File: config.mk
export PLATFORM = sky130hd
export DESIGN_NAME = muldiv_unit
export DESIGN_NICKNAME = d
export VERILOG_FILES = /design/src/rtl/muldiv_unit.sv
export SDC_FILE = /design/constraint.sdc
export NUM_CORES = 1
export LEC_CHECK = 0
export CORE_MARGIN = 1
export CORE_UTILIZATION = 58
export DETAILED_ROUTE_END_ITERATION = 6
export PLACE_DENSITY = 0.89
export SLEW_MARGIN = 30
export SYNTH_ARGS = -nofsm -noshare
export SYNTH_HDL_FRONTEND = slang
export SYNTH_SLANG_ARGS = --single-unit
File: constraint.sdc
create_clock -name clk -period 7.3 [get_ports clk]
set_input_delay 1.46 -clock clk [delete_from_list [all_inputs] [get_ports clk]]
set_output_delay 1.46 -clock clk [all_outputs]
set_load 0.02 [all_outputs]
File: src/rtl/muldiv_unit.sv
// ---------------------------------------------------------------------------
// muldiv_unit
//
// Iterative 32x32 multiply / divide unit with HI/LO result registers.
// The operation is accepted in IDLE, iterates one bit per cycle for 32 cycles
// in RUN, and applies sign correction and the HI/LO write in FIX.
// Signed operations run on operand magnitudes. The signs are restored in FIX.
//
// Ports
//   clk         in   1   rising-edge clock
//   reset       in   1   asynchronous active-high reset
//   start       in   1   launch operation (from EX stage)
//   op          in   2   00 MULT, 01 MULTU, 10 DIV, 11 DIVU
//   src_a       in  32   rs operand (dividend / multiplicand)
//   src_b       in  32   rt operand (divisor / multiplier)
//   flush       in   1   abort in-flight operation, suppress start in IDLE
//   hilo_we     in   1   MTHI/MTLO write strobe (only honoured when idle)
//   hilo_sel    in   1   0 writes LO, 1 writes HI
//   hilo_wdata  in  32   MTHI/MTLO data
//   busy        out  1   operation in flight
//   done        out  1   one-cycle pulse when HI/LO hold a new result
//   hi          out 32   HI register
//   lo          out 32   LO register
// ---------------------------------------------------------------------------
module muldiv_unit (
    input  logic        clk,
    input  logic        reset,
    input  logic        start,
    input  logic [1:0]  op,
    input  logic [31:0] src_a,
    input  logic [31:0] src_b,
    input  logic        flush,
    input  logic        hilo_we,
    input  logic        hilo_sel,
    input  logic [31:0] hilo_wdata,
    output logic        busy,
    output logic        done,
    output logic [31:0] hi,
    output logic [31:0] lo
);

    localparam int DATA_W = 32;

    typedef enum logic [1:0] {
        S_IDLE = 2'd0,
        S_RUN  = 2'd1,
        S_FIX  = 2'd2
    } state_t;

    // Control state (reset)
    state_t              state_q, state_d;
    logic [4:0]          cnt_q, cnt_d;
    logic                done_q, done_d;
    logic [DATA_W-1:0]   hi_q, hi_d;
    logic [DATA_W-1:0]   lo_q, lo_d;

    // Datapath state (not reset; always loaded on an accepted start)
    logic [2*DATA_W-1:0] acc_q;
    logic [DATA_W-1:0]   m_q;
    logic                is_div_q;
    logic                neg_a_q;
    logic                neg_b_q;

    logic                accept;
    logic                signed_op;
    logic                neg_a;
    logic                neg_b;
    logic [DATA_W-1:0]   mag_a;
    logic [DATA_W-1:0]   mag_b;
    logic [DATA_W:0]     mul_sum;
    logic [DATA_W:0]     div_shift;
    logic [DATA_W:0]     div_diff;
    logic [2*DATA_W-1:0] step;
    logic [2*DATA_W-1:0] result;

    // Two's-complement negate of a 32-bit value.
    function automatic logic [DATA_W-1:0] neg32(input logic [DATA_W-1:0] x);
        return ~x + 32'd1;
    endfunction

    // Sign correction of the 64-bit product magnitude.
    function automatic logic [2*DATA_W-1:0] fix_mul(input logic [2*DATA_W-1:0] mag,
                                                    input logic            neg);
        return neg ? (~mag + 64'd1) : mag;
    endfunction

    // Sign correction of quotient/remainder, returned as {hi, lo}.
    // On a zero divisor the remainder register has shifted in the whole
    // dividend magnitude untouched, so re-applying the dividend sign
    // reconstructs src_a exactly as it was latched.
    function automatic logic [2*DATA_W-1:0] fix_div(input logic [2*DATA_W-1:0] acc,
                                                    input logic            na,
                                                    input logic            nb,
                                                    input logic [DATA_W-1:0] divisor);
        logic [DATA_W-1:0] q;
        logic [DATA_W-1:0] r;
        logic [DATA_W-1:0] r_fix;
        q     = acc[DATA_W-1:0];
        r     = acc[2*DATA_W-1:DATA_W];
        r_fix = na ? neg32(r) : r;
        if (divisor == '0) begin
            return {r_fix, 32'hFFFF_FFFF};
        end
        return {r_fix, (na ^ nb) ? neg32(q) : q};
    endfunction

    assign accept    = (state_q == S_IDLE) && start && !flush;
    assign signed_op = ~op[0];
    assign neg_a     = signed_op & src_a[DATA_W-1];
    assign neg_b     = signed_op & src_b[DATA_W-1];
    assign mag_a     = neg_a ? neg32(src_a) : src_a;
    assign mag_b     = neg_b ? neg32(src_b) : src_b;

    // One iteration. acc holds {upper, lower}:
    //   multiply: upper = partial product, lower = remaining multiplier bits
    //   divide:   upper = partial remainder, lower = dividend bits / quotient
    always_comb begin
        mul_sum   = {1'b0, acc_q[2*DATA_W-1:DATA_W]} + (acc_q[0] ? {1'b0, m_q} : 33'd0);
        div_shift = {acc_q[2*DATA_W-1:DATA_W], acc_q[DATA_W-1]};
        div_diff  = div_shift - {1'b0, m_q};
        step      = acc_q;
        if (is_div_q) begin
            // diff[32] is the borrow: set means the trial subtraction failed.
            if (!div_diff[DATA_W]) begin
                step = {div_diff[DATA_W-1:0], acc_q[DATA_W-2:0], 1'b1};
            end else begin
                step = {div_shift[DATA_W-1:0], acc_q[DATA_W-2:0], 1'b0};
            end
        end else begin
            step = {mul_sum, acc_q[DATA_W-1:1]};
        end
    end

    assign result = is_div_q ? fix_div(acc_q, neg_a_q, neg_b_q, m_q)
                             : fix_mul(acc_q, neg_a_q ^ neg_b_q);

    // Next-state / output logic
    always_comb begin
        state_d = state_q;
        cnt_d   = cnt_q;
        done_d  = 1'b0;
        hi_d    = hi_q;
        lo_d    = lo_q;
        unique case (state_q)
            S_IDLE: begin
                if (hilo_we) begin
                    if (hilo_sel) hi_d = hilo_wdata;
                    else          lo_d = hilo_wdata;
                end
                if (accept) begin
                    state_d = S_RUN;
                    cnt_d   = 5'd0;
                end
            end
            S_RUN: begin
                if (flush) begin
                    state_d = S_IDLE;
                end else begin
                    cnt_d = cnt_q + 5'd1;
                    if (cnt_q == 5'd31) state_d = S_FIX;
                end
            end
            S_FIX: begin
                state_d = S_IDLE;
                if (!flush) begin
                    hi_d   = result[2*DATA_W-1:DATA_W];
                    lo_d   = result[DATA_W-1:0];
                    done_d = 1'b1;
                end
            end
            default: state_d = S_IDLE;
        endcase
    end

    always_ff @(posedge clk or posedge reset) begin
        if (reset) begin
            state_q <= S_IDLE;
            cnt_q   <= 5'd0;
            done_q  <= 1'b0;
            hi_q    <= '0;
            lo_q    <= '0;
        end else begin
            state_q <= state_d;
            cnt_q   <= cnt_d;
            done_q  <= done_d;
            hi_q    <= hi_d;
            lo_q    <= lo_d;
        end
    end

    always_ff @(posedge clk) begin
        if (accept) begin
            is_div_q <= op[1];
            neg_a_q  <= neg_a;
            neg_b_q  <= neg_b;
            if (op[1]) begin
                acc_q <= {32'd0, mag_a};
                m_q   <= mag_b;
            end else begin
                acc_q <= {32'd0, mag_b};
                m_q   <= mag_a;
            end
        end else if (state_q == S_RUN) begin
            acc_q <= step;
        end
    end

    assign busy = (state_q != S_IDLE);
    assign done = done_q;
    assign hi   = hi_q;
    assign lo   = lo_q;

endmodule

==> summary.md <==
| Metric | Value |
|---|---|
| Post-route clock period utilization | `58.59%` |
| Yosys reg bits | `171` |
| EDFF count, synth | `99` |
| CP endpoint kind | `flop` |
| Sequential share of power | `32.5%` |
| Pin count of the biggest net entering global routing | `73` |
| Setup bufs post-CTS | `0` |
| Final setup skew | `0.01788 ns` |
| Cts bufs inserted | `17` |
| Power Dens Cells | `274.6 nW/um^2` |
| R2r worst-path depth | `13` |
| Share of cells above drive strength 1 | `4.853%` |
| Clock sink count | `171` |
| Starting Density | `59.57%` |
| Worst-path clk slew | `0.08 ns` |
| Number of global-route vias before repair | `13720` |
| FF/Latch Area | `4775 sq um` |
| Arr. time, crit path | `4.45 ns` |
| Residual DRC count | `0` |
| Worst hold path class | `flop to flop` |
| Final Routed Wirelength | `49130 um` |
| Post-synth cell types | `86` |
| R2R Setup Slk | `3.02 ns` |
| Worst-path fanout max | `31` |
| Core Area | `24530 sq um` |
| Worst vdd ir | `0.1667 mV` |
| Top FF cell, synth | `edfxtp_1` |
| Final weighted congestion of routability-driven global placement | `1.023` |
| Via count | `14530` |
| Layout Cells excl Fill | `2199` |
| Vias per cell | `6.608` |
| Max-slew violations | `0` |
| Drt first-iter violations | `1741` |
| Max cap viols | `0` |
| Fill cells | `1945` |
| Clock power frac | `20.1%` |
| Hold path cells | `2` |
| Dpl cells | `2167` |
| Horiz. Die Dim | `160.7 um` |
| Area of the multi-input gates | `9303 sq um` |
| DR WL/cell | `22.34 um` |
| Setup tns final | `0 ns` |
| Hold buffers post-CTS | `0` |
| Die ar. | `25840 sq um` |
| Clk_lat worst skew | `0.45 ns` |
| Port Buf Inserts | `169` |
| Global-route wire length before repair | `76450 um` |
| Die height | `160.7 um` |
| RSZ-0062 raised after global routing | `no` |
| Internal power | `2661 uW` |
| Nets | `2038` |
| Share of synthesized registers carrying an async set or reset | `42.11%` |
| Top-area cell type share of the netlist area | `20.34%` |
| Switching Power | `2046 uW` |
| Ports | `170` |
| Switching share of power | `43.47%` |
| Hold wc startpoint | `hi[9]` |
| Post-DP HPWL | `37830 um` |
| Antenna viol nets, final | `0` |
| Worst reg2reg path startpoint | `acc_q[0]` |
| Clock buffer depth | `2` |
| Mean Syn Cell Area | `8.370 sq um` |
| Area leader, netlist | `edfxtp_1` |
| Cell Rows | `57` |
| Post-cts sizing count | `0` |
| Largest cells by area after synthesis | `edfxtp_1, dfrtp_1, xnor2_1, mux2i_1, ha_1` |
| WS Path Type | `flop to flop` |
| N_diodes | `0` |
| Relative slew slack | `35.41%` |
| Comb power frac | `47.4%` |
| Post-layout min period | `4.277 ns` |
| Mapped Nets | `1922` |
| CTS tree | `done` |
| Final Hold Fails | `0` |
| Register area share after synthesis | `32.67%` |
| Root Buffer | `clkbuf_16` |
| Area grow syn2layout | `17.29%` |
| Leakage | `0.006895 uW` |
| Total grt overflow | `0` |
| Slew @ Worst Pin | `0.9652 ns` |
| Final setup violation count | `0` |
| Hold endpoint | `hi[9]` |
| Critical path launch point type | `flop` |
| H-tree levels | `4` |
| Synthesized instance count | `1746` |
| Outcome | `complete, no violations` |
| R2R Path End | `acc_q[61]` |
| Total Routing Usage GR | `38.14%` |
| Antenna violations before repair | `0` |
| Worst EP required | `7.48 ns` |
| Area of the mapped netlist | `14610 sq um` |
| Synth Warn # | `0` |
| Iteration count of the initial detailed-routing pass | `7` |
| Fmax achieved | `233.8 MHz` |
-- state kept, by name, summed over array words and instances (netlist names) --
signal	count
is_div_q	1
neg_b_q	1
cnt_q	5
acc_q	64
done	1
hi	32
state_q	2
neg_a_q	1
lo	32
m_q	32
-- metal layers --
metal  vias up  global-route usage (%)  part of all wire [%]
met5         -                       0                     0
met4         0                   19.38                   5.3
met3       152                   5.139                   8.7
met2       851                   61.10                    46
met1      6907                   50.62                    40
li1       6620                       -                     -
-- kinds of logic (layout without fill, tap and decap cells) --
logic type                 count (synthesis)  in the layout  share of synthesized area, %
adders and majority gates                 72             72                         6.267
buffers and inverters                    153            282                         3.973
muxes                                    104            104                         7.140
DFF                                      171            171                         32.67
xor gates and xnor gates                 172            172                         10.31
AOI/OAI and AO/OA                        538            538                         22.00
and+or+nand+nor                          536            536                         17.64
-- placed cells by master, fill, tap and decap left out, types with 9 or more instances in the layout --
master and count:
inv_1 59, nor4_1 21, clkdlybuf4s50_1 168, ha_1 70, nor3_1 36, or3_1 20, buf_4 17, nor2_1 167
nor2b_1 9, o211ai_1 9, nand4_1 14, or4_1 10, xnor2_1 117, mux2i_1 102, o21ai_0 163, nand3_1 32
dfrtp_1 72, a21oi_1 167, a31oi_1 21, clkbuf_16 17, edfxtp_1 99, nand2_1 156, a21o_1 30, o22ai_1 39
o31ai_1 19, nand2b_1 18, a211oi_1 19, o21a_1 10, xor2_1 55
-- synth_stat cells, types with 39 or more instances --
cell type,number
xnor2_1,117
xor2_1,55
nand2_1,156
nor2_1,168
ha_1,70
o21ai_0,164
dfrtp_1,72
inv_1,60
a21oi_1,169
o22ai_1,39
mux2i_1,102
clkbuf_1,81
edfxtp_1,99
-- worst max path at each step --
stage           endpoint        from  cells after the start
6_report       acc_q[61]    acc_q[0]                     13
5_1_grt        acc_q[28]    src_b[3]                     10
4_1_cts        acc_q[28]    src_b[3]                     10
3_5_place_dp   acc_q[31]   src_a[11]                     10
3_3_place_gp   acc_q[31]   src_a[11]                     10
2_1_floorplan   acc_q[0]  state_q[1]                      2
-- metrics by stage --
step           hold slack, ns  cell area, sq um  power, uW  util, %  setup WS, ns
5_1_grt                0.5040             17140       4933    69.87         2.913
4_1_cts                0.4860             17130       4642    69.82         3.220
3_5_place_dp           0.4691             16530       3704    67.39         2.732
3_3_place_gp           0.4633             16530       3655    67.36         2.822
6_report               0.4837             17140       4706    69.87         3.023
2_1_floorplan          0.4725             14610       2985        -         1.676
-- layout make-up --
type / instances / area share (%)
Tap cell: 324 / 2.365
Clock inverter: 15 / 1.000
Clock buffer: 17 / 2.482
Timing Repair Buffer: 187 / 10.65
Sequential cell: 171 / 27.85
Multi-Input combinational cell: 1422 / 54.27
Inverter: 63 / 1.380
-- power by group through the flow --
stage               registers (uW)  clock network [uW]  logic, uW
CTS                           1520                 940       2180
global placement              1530                   0       2130
detailed placement            1540                   0       2170
global route                  1540                 976       2410
finish                        1530                 945       2230
floorplan                     1500                   0       1480
-- worst max-delay path, cell delays in order (launching register included) --
cell and delay, ns:
edfxtp_1 0.50, inv_1 0.13, buf_4 0.37, nor2_1 0.15, fa_1 0.47, a211oi_1 0.49
o21ai_0 0.26, nand2_1 0.18, a211oi_1 0.13, o21ai_0 0.46, o21ai_0 0.28, a31oi_1 0.26
xor2_1 0.20, o22ai_1 0.11
(Power assumes the default switching activity.)
==> patch: new RTL, config.mk and constraints unchanged <==
Reset style: synchronous (`reset`), changed in one clocked block. Comments in the files are not updated.
--- a/src/rtl/muldiv_unit.sv
+++ b/src/rtl/muldiv_unit.sv
@@ -172,7 +172,7 @@
         endcase
     end
 
-    always_ff @(posedge clk or posedge reset) begin
+    always_ff @(posedge clk) begin
         if (reset) begin
             state_q <= S_IDLE;
             cnt_q   <= 5'd0;
Function: differs if reset is asserted again (counterexample within 4 cycles, from zero or initial values and one cycle with reset high); with reset held inactive, the same outputs for 4 cycles.
==> patch against the unedited design <==
Sequential cell count stayed put. Global-route usage is 0.68 points lower. Hold slack lost 0.025 ns. Setup slack worse by 0.029 ns. Area after synthesis down 0.68%. Wire length decreased by 0.25%. Sequential power down 16%. Power is 24% lower. Cell area decreased by 0.89%. Highest routed layer unchanged.
==> patch: results (changes against the unedited design) <==
{| class="wikitable"
! Metric !! Value
|-
| GRT met1 Usage || 48.1% (-2.5 points)
|-
| First-pass GRT wire length || 75400 µm (-1.3%)
|-
| Classification of the worst setup path || register to register
|-
| Detailed placer's ending HPWL || 36800 µm (-2.7%)
|-
| Crit path arrival time || 4.61 ns (+0.16 ns)
|-
| Maximum number of pins on one net before global-route repair || 74 (+1.4%)
|-
| Post-synthesis share of cell area spent on xor and xnor gates || 11.2% (+0.86 points)
|-
| Inserted Clock Buffers || 17 (unchanged)
|-
| Worst reg2reg startpoint || acc_q[40]$_SDFFCE_PP0P_
|-
| # Post-CTS Setup Buffers || 0 (unchanged)
|-
| Largest stage delay, worst path || 0.66 ns (+0.16 ns)
|-
| Worst min-delay path startpoint || lo[16]$_SDFFE_PP0P_
|-
| Met2 capacity usage during global routing || 60.9% (-0.15 points)
|-
| Adder-cell area share of the yosys netlist || 6.31% (+0.043 points)
|-
| Met3 Use GR || 5.51% (+0.37 points)
|-
| Sequential element share of the synthesized area || 30.4% (-2.3 points)
|-
| Fraction of final layout cells with drive strength greater than 1 || 4.42% (-0.44 points)
|-
| Cell type of the slowest stage on the worst timing path || xor2_4
|-
| Most used standard cells in the synthesized netlist || nor2_1, a21oi_1, nand2_1
|-
| Worst Path Max Fanout || 17 (-45%)
|-
| Detailed-router iteration count before antenna repair || 6 (-1)
|-
| Static Leak || 6.56 nW (-4.8%)
|-
| Final worst clock skew || 0.0161 ns (-0.00181 ns)
|-
| Compound-gate portion of the synthesized area || 22.0% (about the same)
|-
| Detailed Route Iter0 Violations || 1911 (+9.8%)
|-
| Final #Nets || 2065 (+1.3%)
|-
| Final Wtd Congestion || 0.970 (-5.2%)
|-
| Via density || 6.60 (about the same)
|-
| Register containing the most flip-flops in the final layout || acc_q
|-
| Wire length on met1 || 19100 µm (-3.6%)
|-
| Asr flop ratio synth || 0% (-42 points)
|-
| Post-Synthesis Net Count || 1956 (+1.8%)
|-
| GRT Total Usage || 37.5% (-0.68 points)
|-
| Outcome || finished clean
|-
| Wirelength, routed || 49000 µm (-0.25%)
|-
| Biggest area contributors in the synthesized netlist || edfxtp_1, dfxtp_1, mux2i_1, xnor2_1, a21oi_1
|-
| Peak ir drop on the vdd network || 0.178 mV (+6.7%)
|}
==> patch: cell count changes after synthesis, sizes merged, moves of 14 or more <==
cell and change:
o221ai +26, nor2 +28, o21ai -57, xor2 +25
o22ai -32, xnor2 -14, dfxtp +72, nand2 +14
nor3 +15, dfrtp -72
==> patch: logic make-up (layout without fill, tap and decap cells) <==
| group | Yosys count | in the layout |
|---|---|---|
| AO/OA/AOI/OAI | 504 | 504 |
| XOR/XNOR | 183 | 183 |
| adder cells (fa/ha/maj) | 72 | 72 |
| buffers and inverters | 161 | 283 |
| flip-flops | 171 | 171 |
| multiplexers | 104 | 104 |
| AND/OR/NAND/NOR | 585 | 585 |
==> patch: report_power, final <==
group / switching (mW) / internal, mW
Combinational: 0.789 / 0.560
Sequential: 0.144 / 1.13
Clock: 0.469 / 0.463
Total: 1.40 / 2.16
==> patch: stage by stage <==
stage	cell area, µm²	std cells	hold slack, ns	setup WS, ns
after floorplan	14500	1780	0.472	1.75
after global placement	16400	2194	0.438	2.60
after detailed placement	16400	2194	0.446	2.60
after CTS	17000	2226	0.458	3.07
after global routing	17000	2226	0.474	2.72
final	17000	2226	0.459	2.99
==> patch: worst paths after layout <==
kind                              to  slack, ns  depth (start not counted)
max          acc_q[32]$_SDFFCE_PP0P_       2.99                         11
min              lo[16]$_SDFFE_PP0P_       0.46                          2
max reg2reg  acc_q[32]$_SDFFCE_PP0P_       2.99                         11
min reg2reg      lo[16]$_SDFFE_PP0P_       0.46                          2
==> patch: area by class of cell <==
class / count / area [µm²]
inverters: 66 / 250
repair buffers: 185 / 1800
flip-flops and latches: 171 / 4410
multi-input cells: 1448 / 9520
clock inverters: 15 / 170
fillers: 1961 / 7470
clock buffers: 17 / 425
well taps: 324 / 405
